[src/rtl/instr_loader_pkg.sv]
// Shared types and constants for the instruction loader.
package loader_pkg;

    // Loader sequencing states
    typedef enum logic [2:0] {
        ST_HDR_LO = 3'd0,
        ST_HDR_HI = 3'd1,
        ST_DATA   = 3'd2,
        ST_WRITE  = 3'd3,
        ST_DONE   = 3'd4,
        ST_ERR    = 3'd5
    } state_t;

    // Header is a 16-bit little-endian word count
    localparam int HDR_BYTES  = 2;
    // Each instruction word arrives as four little-endian bytes
    localparam int WORD_BYTES = 4;

endpackage

[src/rtl/instr_loader_if.sv]
// Byte-stream input, instruction-memory write port and core control of the loader.
interface instr_loader_if;
    logic        load_start;
    logic        byte_valid;
    logic [7:0]  byte_data;
    logic        byte_ready;
    logic        InstrWrite;
    logic [31:0] WriteInst;
    logic [31:0] WriteAdress;
    logic        core_reset;
    logic        done;
    logic        error;

    // Host side: supplies the program stream and observes the loader
    modport master (
        output load_start, byte_valid, byte_data,
        input  byte_ready, InstrWrite, WriteInst, WriteAdress, core_reset, done, error
    );

    // Loader side
    modport slave (
        input  load_start, byte_valid, byte_data,
        output byte_ready, InstrWrite, WriteInst, WriteAdress, core_reset, done, error
    );
endinterface

[src/rtl/instr_loader_word_assembler.sv]
// Little-endian byte-to-word shift register with a 2-bit byte position counter.
module word_assembler
    import loader_pkg::*;
(
    input  logic        clk,
    input  logic        reset,
    input  logic        clear_i,
    input  logic        shift_i,
    input  logic [7:0]  byte_i,
    output logic [31:0] word_o,
    output logic        word_full_o
);
    localparam logic [1:0] LAST_BYTE = 2'(WORD_BYTES - 1);

    logic [31:0] word_q, word_d;
    logic [1:0]  cnt_q, cnt_d;

    // Newest byte enters at the top so the first byte ends up in bits [7:0]
    always_comb begin
        word_d = word_q;
        cnt_d  = cnt_q;
        if (clear_i) begin
            cnt_d = 2'd0;
        end else if (shift_i) begin
            word_d = {byte_i, word_q[31:8]};
            cnt_d  = cnt_q + 2'd1;
        end
    end

    // Shift register and byte counter state
    always_ff @(posedge clk or negedge reset) begin
        if (!reset) begin
            word_q <= 32'd0;
            cnt_q  <= 2'd0;
        end else begin
            word_q <= word_d;
            cnt_q  <= cnt_d;
        end
    end

    assign word_o      = word_q;
    assign word_full_o = shift_i && (cnt_q == LAST_BYTE);
endmodule

[src/rtl/instr_loader.sv]
// Loads a length-prefixed little-endian program stream into instruction memory
// while holding the core in reset.
module instr_loader
    import loader_pkg::*;
#(
    parameter int unsigned DEPTH_WORDS = 256,
    parameter logic [31:0] BASE_ADDR   = 32'h0
) (
    input  logic          clk,
    input  logic          reset,
    instr_loader_if.slave bus
);
    state_t      state_q, state_d;
    logic [7:0]  hdr_lo_q;
    logic [15:0] count_q;
    logic [31:0] word_idx_q;
    logic [31:0] inst_q;
    logic [31:0] addr_q;

    logic        byte_ready_c, instr_write_c, core_reset_c, done_c, error_c;
    logic        fire;
    logic        start_load;
    logic [31:0] hdr_n;
    logic [31:0] cur_addr;
    logic [31:0] asm_word;
    logic        asm_full;

    assign fire       = bus.byte_valid && byte_ready_c;
    assign start_load = bus.load_start && ((state_q == ST_DONE) || (state_q == ST_ERR));
    assign hdr_n      = {16'd0, bus.byte_data, hdr_lo_q};
    assign cur_addr   = BASE_ADDR + {word_idx_q[29:0], 2'b00};

    word_assembler u_asm (
        .clk         (clk),
        .reset       (reset),
        .clear_i     (start_load),
        .shift_i     (fire && (state_q == ST_DATA)),
        .byte_i      (bus.byte_data),
        .word_o      (asm_word),
        .word_full_o (asm_full)
    );

    // State register
    always_ff @(posedge clk or negedge reset) begin
        if (!reset) state_q <= ST_HDR_LO;
        else        state_q <= state_d;
    end

    // Next-state decode
    always_comb begin
        state_d = state_q;
        case (state_q)
            ST_HDR_LO: if (fire) state_d = ST_HDR_HI;
            ST_HDR_HI: begin
                if (fire) begin
                    if (hdr_n == 32'd0)                   state_d = ST_DONE;
                    else if (hdr_n > 32'(DEPTH_WORDS))    state_d = ST_ERR;
                    else                                  state_d = ST_DATA;
                end
            end
            ST_DATA:   if (fire && asm_full) state_d = ST_WRITE;
            ST_WRITE:  begin
                if ((word_idx_q + 32'd1) < {16'd0, count_q}) state_d = ST_DATA;
                else                                          state_d = ST_DONE;
            end
            ST_DONE,
            ST_ERR:    if (bus.load_start) state_d = ST_HDR_LO;
            default:   state_d = ST_HDR_LO;
        endcase
    end

    // Per-state control outputs
    always_comb begin
        byte_ready_c  = 1'b0;
        instr_write_c = 1'b0;
        core_reset_c  = 1'b1;
        done_c        = 1'b0;
        error_c       = 1'b0;
        case (state_q)
            ST_HDR_LO, ST_HDR_HI, ST_DATA: byte_ready_c  = 1'b1;
            ST_WRITE:                      instr_write_c = 1'b1;
            ST_DONE: begin
                core_reset_c = 1'b0;
                done_c       = 1'b1;
            end
            ST_ERR:                        error_c       = 1'b1;
            default: ;
        endcase
    end

    // Header capture, word index and held write-bus values
    always_ff @(posedge clk or negedge reset) begin
        if (!reset) begin
            hdr_lo_q   <= 8'd0;
            count_q    <= 16'd0;
            word_idx_q <= 32'd0;
            inst_q     <= 32'd0;
            addr_q     <= BASE_ADDR;
        end else begin
            if (fire && (state_q == ST_HDR_LO)) hdr_lo_q <= bus.byte_data;
            if (fire && (state_q == ST_HDR_HI)) count_q  <= hdr_n[15:0];
            if (start_load) begin
                word_idx_q <= 32'd0;
            end else if (state_q == ST_WRITE) begin
                word_idx_q <= word_idx_q + 32'd1;
                inst_q     <= asm_word;
                addr_q     <= cur_addr;
            end
        end
    end

    // The write bus shows the live word during WRITE and holds it afterwards
    assign bus.WriteInst   = instr_write_c ? asm_word : inst_q;
    assign bus.WriteAdress = instr_write_c ? cur_addr : addr_q;
    assign bus.byte_ready  = byte_ready_c;
    assign bus.InstrWrite  = instr_write_c;
    assign bus.core_reset  = core_reset_c;
    assign bus.done        = done_c;
    assign bus.error       = error_c;
endmodule

[src/flat_wrapper.sv]
// flat-port wrapper written by rule: the top's interface ports become plain ports
module instr_loader_flat import loader_pkg::*;
#(
    parameter int unsigned DEPTH_WORDS = 256,
    parameter logic [31:0] BASE_ADDR   = 32'h0
)
  (clk, reset, bus_load_start, bus_byte_valid, bus_byte_data, bus_byte_ready, bus_InstrWrite, bus_WriteInst, bus_WriteAdress, bus_core_reset, bus_done, bus_error);
  instr_loader_if bus_i ();
  input  logic clk;
  input  logic reset;
  input wire logic [$bits(bus_i.load_start)-1:0] bus_load_start;
  input wire logic [$bits(bus_i.byte_valid)-1:0] bus_byte_valid;
  input wire logic [$bits(bus_i.byte_data)-1:0] bus_byte_data;
  output wire logic [$bits(bus_i.byte_ready)-1:0] bus_byte_ready;
  output wire logic [$bits(bus_i.InstrWrite)-1:0] bus_InstrWrite;
  output wire logic [$bits(bus_i.WriteInst)-1:0] bus_WriteInst;
  output wire logic [$bits(bus_i.WriteAdress)-1:0] bus_WriteAdress;
  output wire logic [$bits(bus_i.core_reset)-1:0] bus_core_reset;
  output wire logic [$bits(bus_i.done)-1:0] bus_done;
  output wire logic [$bits(bus_i.error)-1:0] bus_error;
  assign bus_i.load_start = bus_load_start;
  assign bus_i.byte_valid = bus_byte_valid;
  assign bus_i.byte_data = bus_byte_data;
  assign bus_byte_ready = bus_i.byte_ready;
  assign bus_InstrWrite = bus_i.InstrWrite;
  assign bus_WriteInst = bus_i.WriteInst;
  assign bus_WriteAdress = bus_i.WriteAdress;
  assign bus_core_reset = bus_i.core_reset;
  assign bus_done = bus_i.done;
  assign bus_error = bus_i.error;
  instr_loader #(.DEPTH_WORDS(DEPTH_WORDS), .BASE_ADDR(BASE_ADDR)) u_core (.clk(clk), .reset(reset), .bus(bus_i));
endmodule
[config.mk]
export PLATFORM = sky130hd
export DESIGN_NAME = instr_loader_flat
export DESIGN_NICKNAME = d
export VERILOG_FILES = /design/src/rtl/instr_loader_pkg.sv /design/src/rtl/instr_loader_if.sv /design/src/rtl/instr_loader_word_assembler.sv /design/src/rtl/instr_loader.sv /design/src/flat_wrapper.sv
export SDC_FILE = /design/constraint.sdc
export NUM_CORES = 1
export LEC_CHECK = 0
export CORE_ASPECT_RATIO = 2
export CORE_MARGIN = 5
export CORE_UTILIZATION = 45
export CTS_CLUSTER_SIZE = 24
export DETAILED_ROUTE_END_ITERATION = 16
export GPL_TIMING_DRIVEN = 0
export PLACE_DENSITY = 0.66
export SLEW_MARGIN = 20
export SYNTH_ARGS = -nofsm -noshare
export SYNTH_HDL_FRONTEND = slang
export SYNTH_HIERARCHICAL = 1
export SYNTH_SLANG_ARGS = --single-unit
[constraint.sdc]
create_clock -name clk -period 3.7 [get_ports clk]
set_clock_uncertainty 0.1 [all_clocks]
set_input_delay 0.555 -clock clk [delete_from_list [all_inputs] [get_ports clk]]
set_output_delay 0.555 -clock clk [all_outputs]
set_load 0.01 [all_outputs]
# Word-level counts from Yosys, hierarchy flattened
# Cells that the tools add are included.
dict set report totals {
  regBits 155
  input_bits 12
}
dict set report classes {
  addsub 2
  magnitude_cmp 2
  n_eq_ne 10
  mux 19
  bitwise_logic 1
  n_reduce_logical 17
}
# op n
set op_table {}
lappend op_table {{$mux W32} 4}
lappend op_table {{$add A32 B1 Y32 const B} 1}
lappend op_table {{$logic_not A32 Y1} 1}
lappend op_table {{$lt A32 B16 Y1} 1}
lappend op_table {{$mux W3} 7}
lappend op_table {{$gt A16 B9 Y1 const B} 1}
lappend op_table {{$pmux W3 S5} 1}
lappend op_table {{$logic_and A1 B1 Y1} 7}
lappend op_table {{$eq A3 B2 Y1 const B} 2}
lappend op_table {{$eq A3 B3 Y1 const B} 2}
lappend op_table {{$mux W1} 5}
lappend op_table {{$mux W2} 2}
lappend op_table {{$ne A2 B1 Y1 const B} 2}
lappend op_table {{$ne A2 B2 Y1 const B} 2}
lappend op_table {{$reduce_and A2 Y1} 2}
lappend op_table {{$reduce_and A4 Y1} 1}
lappend op_table {{$reduce_bool A2 Y1} 2}
lappend op_table {{$eq A3 B1 Y1 const B} 1}
lappend op_table {{$logic_not A3 Y1} 1}
lappend op_table {{$reduce_or A3 Y1} 1}
lappend op_table {{$add A2 B1 Y2 const B} 1}
lappend op_table {{$eq A2 B2 Y1 const B} 1}
lappend op_table {{$reduce_or A2 Y1} 1}
lappend op_table {{$logic_or A1 B1 Y1} 1}
lappend op_table {{$not A1 Y1} 1}

# Logic depth before layout (Yosys ltp)
dict set report depth {
  ltp_word 9
  mapped_depth 14
}

# By module
# Netlist, hierarchy kept.
# mod instances cells_each area_per_inst_um2
set by_module_without_submodules {}
lappend by_module_without_submodules {instr_loader 1 743 6206.0}
lappend by_module_without_submodules {word_assembler 1 77 1455.1}

# Worst setup path after synthesis
# No wires, ideal clock.
dict set report synth_timing {
  kind {reg2reg}
  start {register u_core.word_idx_q[2]}
  end {register u_core.state_q[2]}
  arrival_ns 2.994
  required_time_ns 3.457
  path_slack_ns 0.463
  path_stages_with_launch 15
  path_buffers 2
  path_cell_list {dfrtp_1 -> buf_4 -> nand3_1 -> or2_1 -> buf_2 -> nor3_1 -> and3_1 -> xor2_1 -> ha_1 -> nand4_1 -> a21oi_1 -> a2111oi_0 -> nand4_1 -> nor4_2 -> o221ai_1}
}
dict set report synth_between {
  elab_chain_len 4
}
# element line_no
set synth_rtl {}
lappend synth_rtl {{start: declaration} instr_loader.sv:16} ;# logic [31:0] word_idx_q;
lappend synth_rtl {{start signal: assignment} instr_loader.sv:105} ;# word_idx_q <= word_idx_q + 32'd1;
lappend synth_rtl {{$add A32 B1 Y32} instr_loader.sv:63} ;# if ((word_idx_q + 32'd1) < {16'd0, count_q}) state_d = ST_DATA;
lappend synth_rtl {{$lt A32 B16 Y1} instr_loader.sv:63}
lappend synth_rtl {{$mux W3} instr_loader.sv:63}
lappend synth_rtl {{$pmux W3 S5} instr_loader.sv:52} ;# case (state_q)
lappend synth_rtl {{end signal: assignment} instr_loader.sv:46} ;# else state_q <= state_d;
lappend synth_rtl {{end: declaration} instr_loader.sv:13} ;# state_t state_q, state_d;
# No other way between the ends.
# A chain may end at the register's enable or synchronous reset.

# Worst setup path in the final report
dict set report layout_timing {
  start {register u_core.word_idx_q[1]}
  end {register u_core.state_q[2]}
}
# Same word-level chain as after synthesis.

==> impl_summary.md <==
Status
The run finished with clean final reports.

Floorplan
The core box area is 16800 um^2. During I/O placement, the number of pins put on the boundary was 81. The die covers 19900 um^2.

The die extent in y is 195 um. The die extent in x is 102 um. The row count is 67. For this configuration, the core starts out at a cell density of 0.457.

Setup path
The critical path is of the reg -> reg type. The slowest library cell on the worst path is sky130_fd_sc_hd__dfrtp_2. The most numerous cell type found on the critical path is sky130_fd_sc_hd__nand4_1. The largest fanout of any net on the critical path is 5. The biggest cell delay along the critical path is 440 ps. The arrival time at the worst endpoint is 3770 ps. For the worst setup path, the data required time is 3880 ps. Walking the worst path, the cells encountered are ha_4 > nand4_1 > nor2_2 > and4_4 > and3_4 > xor2_1 > ha_1 > a21oi_2 > nand2_2 > a2111oi_4 > nand4_1 > nor4_4 > o221ai_1. STA classifies the critical path startpoint as a flip-flop. The worst setup path is captured at a flip-flop.

Power and ir drop
The maximum ir drop on the vdd rail is 0.326 mV. The leakage power of the design is 5.02 nW. The design draws 4.36 mW.

The cell area power density is 461 nW/um^2.

Routing
The aggregate routed wire length is 19.9 mm. The count of unresolved DRC violations after routing is 0. The routed via count is 6082. The DRC violation total after the first TritonRoute iteration is 317.

The post-detailed-route wirelength per cell is 17.3 um. The count of nets left with antenna violations once routing finished came out at 0. The mean number of vias per cell is 5.31.

The number of iterations in the first detailed-routing pass is 5.

Timing
The transition time of the tightest slew-check pin is 808 ps. Setup total negative slack on the finished layout was measured at 0 ps. In the post-route analysis, the smallest setup slack over all paths is 117 ps. Dividing the final minimum period by the clock period gives 0.968. Measured against its own limit, the worst slew margin works out to 0.457. After layout, the minimum clock period comes to 3580 ps. Setup violations remaining at the end of the flow were counted as 0. The count of pins over their slew limit is 0. The maximum operating frequency is 279 MHz. The number of hold-slack violations in the final timing report was 0.

Yosys
The top cell type's share of synthesized area is 0.506. The average cell area after synthesis is 9.34 um^2. The number of warnings reported in the yosys synthesis log is 6. The leading cell type by number of instances after synthesis is sky130_fd_sc_hd__nand2_1. For this run, the leading register cell type out of synthesis is sky130_fd_sc_hd__dfrtp_1. The distinct cell type count of the synthesized netlist is 54. Synthesis inferred 155 register bits.

The cell type with the largest total area after synthesis is sky130_fd_sc_hd__dfrtp_1. The synthesized design contains 0 enable-type register cells. The commonest cells after synthesis are 292 x sky130_fd_sc_hd__nand2_1, 155 x sky130_fd_sc_hd__dfrtp_1, 62 x sky130_fd_sc_hd__o21ai_0, 33 x sky130_fd_sc_hd__nor2_1, 32 x sky130_fd_sc_hd__clkbuf_1. The cell area that synthesis handed to floorplanning was 7660 um^2. The cell count after synthesis is 820.

For this run, the register share of the synthesized area comes to 0.506. Ranked by total cell area, the synthesized netlist is headed by sky130_fd_sc_hd__dfrtp_1 51%, sky130_fd_sc_hd__nand2_1 14%, sky130_fd_sc_hd__mux2_4 5.9%. The fraction of synthesis flops using an asynchronous set or reset pin is 1.00.

Global routing
The global router's overall resource usage is 0.210. The first global-routing pass estimated 32.1 mm of wire. The largest net degree at the start of global routing is 80.

The via count of the first global-routing pass is 6314. The initial antenna violation count was 0. Global routing finished with a remaining overflow of 0.

Finish
Compared with the post-synthesis result, the final layout area differs by 23.4%. After the last flow step, the layout net total stands at 955. Of the cells placed in the final design, the portion with a size suffix greater than 1 is 0.147. The summed area of non-filler cells in the final layout is 9460 um^2.

0 antenna diodes ended up in the layout.

Clocking
The clock passes through at most 2 buffers. The root buffer cell is sky130_fd_sc_hd__clkbuf_16. The clock latency at the later pin of the worst-skew pair is 420 ps. In this run, CTS created clock tree buffers numbering 17. The number of levels in the clock H-tree is 4. After clock tree synthesis, the clock-pin slew on the worst setup and hold paths is 70 ps. The clock tree from TritonCTS is done. The sink count of the clock tree is 155.

Place
The weighted congestion at the end of routability-driven global placement is 0.909. The standard cell area after detailed placement is 8740 um^2. The quantity of I/O buffers inserted on ports is 78. Detailed placement ended at an HPWL of 14.6 mm. The worst setup slack after placement is -660 ps.

Min path
The class of the tightest hold or removal check is in -> async.

Job
The number of max-cap violations is 0.
## cells by family after synthesis
| kind of cell | count (synthesis) | synth area share |
|---|---|---|
| AOI/OAI and AO/OA | 109 | 0.0828 |
| xor gates and xnor gates | 21 | 0.0240 |
| adders and majority gates | 17 | 0.0278 |
| buffers and inverters | 69 | 0.0443 |
| DFF | 155 | 0.506 |
| muxes | 43 | 0.0776 |
| other | 1 | 0.000489 |
| and+or+nand+nor | 405 | 0.237 |
## cells in the final DEF, fill, tap and decap left out, types with 4 or more instances in the layout
cell type	count
sky130_fd_sc_hd__nand2_1	291
sky130_fd_sc_hd__dfrtp_1	153
sky130_fd_sc_hd__clkdlybuf4s50_1	77
sky130_fd_sc_hd__o21ai_0	62
sky130_fd_sc_hd__nor2_1	31
sky130_fd_sc_hd__mux2_4	30
sky130_fd_sc_hd__inv_1	22
sky130_fd_sc_hd__clkbuf_16	17
sky130_fd_sc_hd__clkbuf_1	17
sky130_fd_sc_hd__ha_1	16
sky130_fd_sc_hd__clkbuf_2	14
sky130_fd_sc_hd__buf_4	13
sky130_fd_sc_hd__nand4_1	13
sky130_fd_sc_hd__nand3_1	13
sky130_fd_sc_hd__xnor2_1	11
sky130_fd_sc_hd__mux2_2	11
sky130_fd_sc_hd__a21oi_1	10
sky130_fd_sc_hd__xor2_1	9
sky130_fd_sc_hd__a31oi_1	7
sky130_fd_sc_hd__and3_1	6
sky130_fd_sc_hd__inv_6	5
sky130_fd_sc_hd__buf_2	5
sky130_fd_sc_hd__nand2b_1	5
sky130_fd_sc_hd__and4_1	5
sky130_fd_sc_hd__nor3_1	5
sky130_fd_sc_hd__nor4_1	5
sky130_fd_sc_hd__o31ai_1	5
sky130_fd_sc_hd__clkinv_2	4
sky130_fd_sc_hd__clkinv_4	4
sky130_fd_sc_hd__a21o_1	4
sky130_fd_sc_hd__a22o_1	4
## final cells by class
| class | instances | area (um^2) |
|---|---|---|
| sequential | 155 | 3880 |
| multi-input combinational | 597 | 3550 |
| inverter | 22 | 82.6 |
| clock inverter | 15 | 114 |
| fill | 1564 | 7310 |
| tap | 207 | 259 |
| timing repair buffer | 87 | 873 |
| clock buffer | 17 | 425 |
| buffer | 46 | 272 |
## registers in the layout (all words and copies together), names as in the netlist
| register | cells |
|---|---|
| u_core/u_asm/word_o | 32 |
| u_core/addr_q | 30 |
| u_core/count_q | 16 |
| u_core/state_q | 3 |
| u_core/u_asm/cnt_q | 2 |
| u_core/word_idx_q | 32 |
| u_core/hdr_lo_q | 8 |
| u_core/inst_q | 32 |
## stage by stage
stage          cells   util  hold WS [ps]
3_5_place_dp    1107  0.521           356
2_1_floorplan    821      -           159
6_report        1146  0.564          7.00
4_1_cts         1139  0.557          15.2
5_1_grt         1146  0.564          54.1
3_3_place_gp    1106  0.519           351
## power breakdown
| part | switching [mW] | internal (mW) | total [mW] |
|---|---|---|---|
| Clock | 0.737 | 0.866 | 1.60 |
| Sequential | 0.0966 | 1.87 | 1.97 |
| Combinational | 0.460 | 0.328 | 0.787 |
| Total | 1.29 | 3.07 | 4.36 |
## routing by layer
layer / vias to the layer above / routed length [um] / share of wire / track usage
met5: - / 0 / 0 / 0
met4: 0 / 1110 / 0.056 / 0.137
met3: 57 / 604 / 0.030 / 0.0355
met2: 148 / 10900 / 0.55 / 0.373
met1: 2920 / 7290 / 0.37 / 0.220
li1: 2957 / - / - / -
## what timing repair did
action | in CTS | in global routing
hold endpoints to repair | 0 | 0
cloned | 0 | 0
setup endpoints to repair | 57 | 63
pin swaps | 2 | 10
gates resized for setup | 17 | 27
hold buffers | 0 | 0
buffers inserted | 1 | 7
## critical path: cells and delay by family, from the launching register on
kind | cells | cell delay, ps
and+or+nand+nor | 7 | 1630
adders and majority gates | 2 | 460
xor gates and xnor gates | 1 | 160
DFF | 1 | 440
AOI/OAI and AO/OA | 3 | 640
## path summary, 6_finish.rpt
check / start / end / slack [ps] / cells after the start
worst max register to register: u_core/word_idx_q[1] / u_core/state_q[2] / 120 / 13
max in group asynchronous: reset / u_core/word_idx_q[0] / 2640 / 2
worst min register to register: u_core/inst_q[27] / u_core/inst_q[27] / 370 / 2
worst max-delay path: u_core/word_idx_q[1] / u_core/state_q[2] / 120 / 13
min in group clk: u_core/inst_q[27] / u_core/inst_q[27] / 370 / 2
worst min-delay path: reset / u_core/addr_q[10] / 7 / 1
Note: power is estimated with default switching activity, not from simulation.
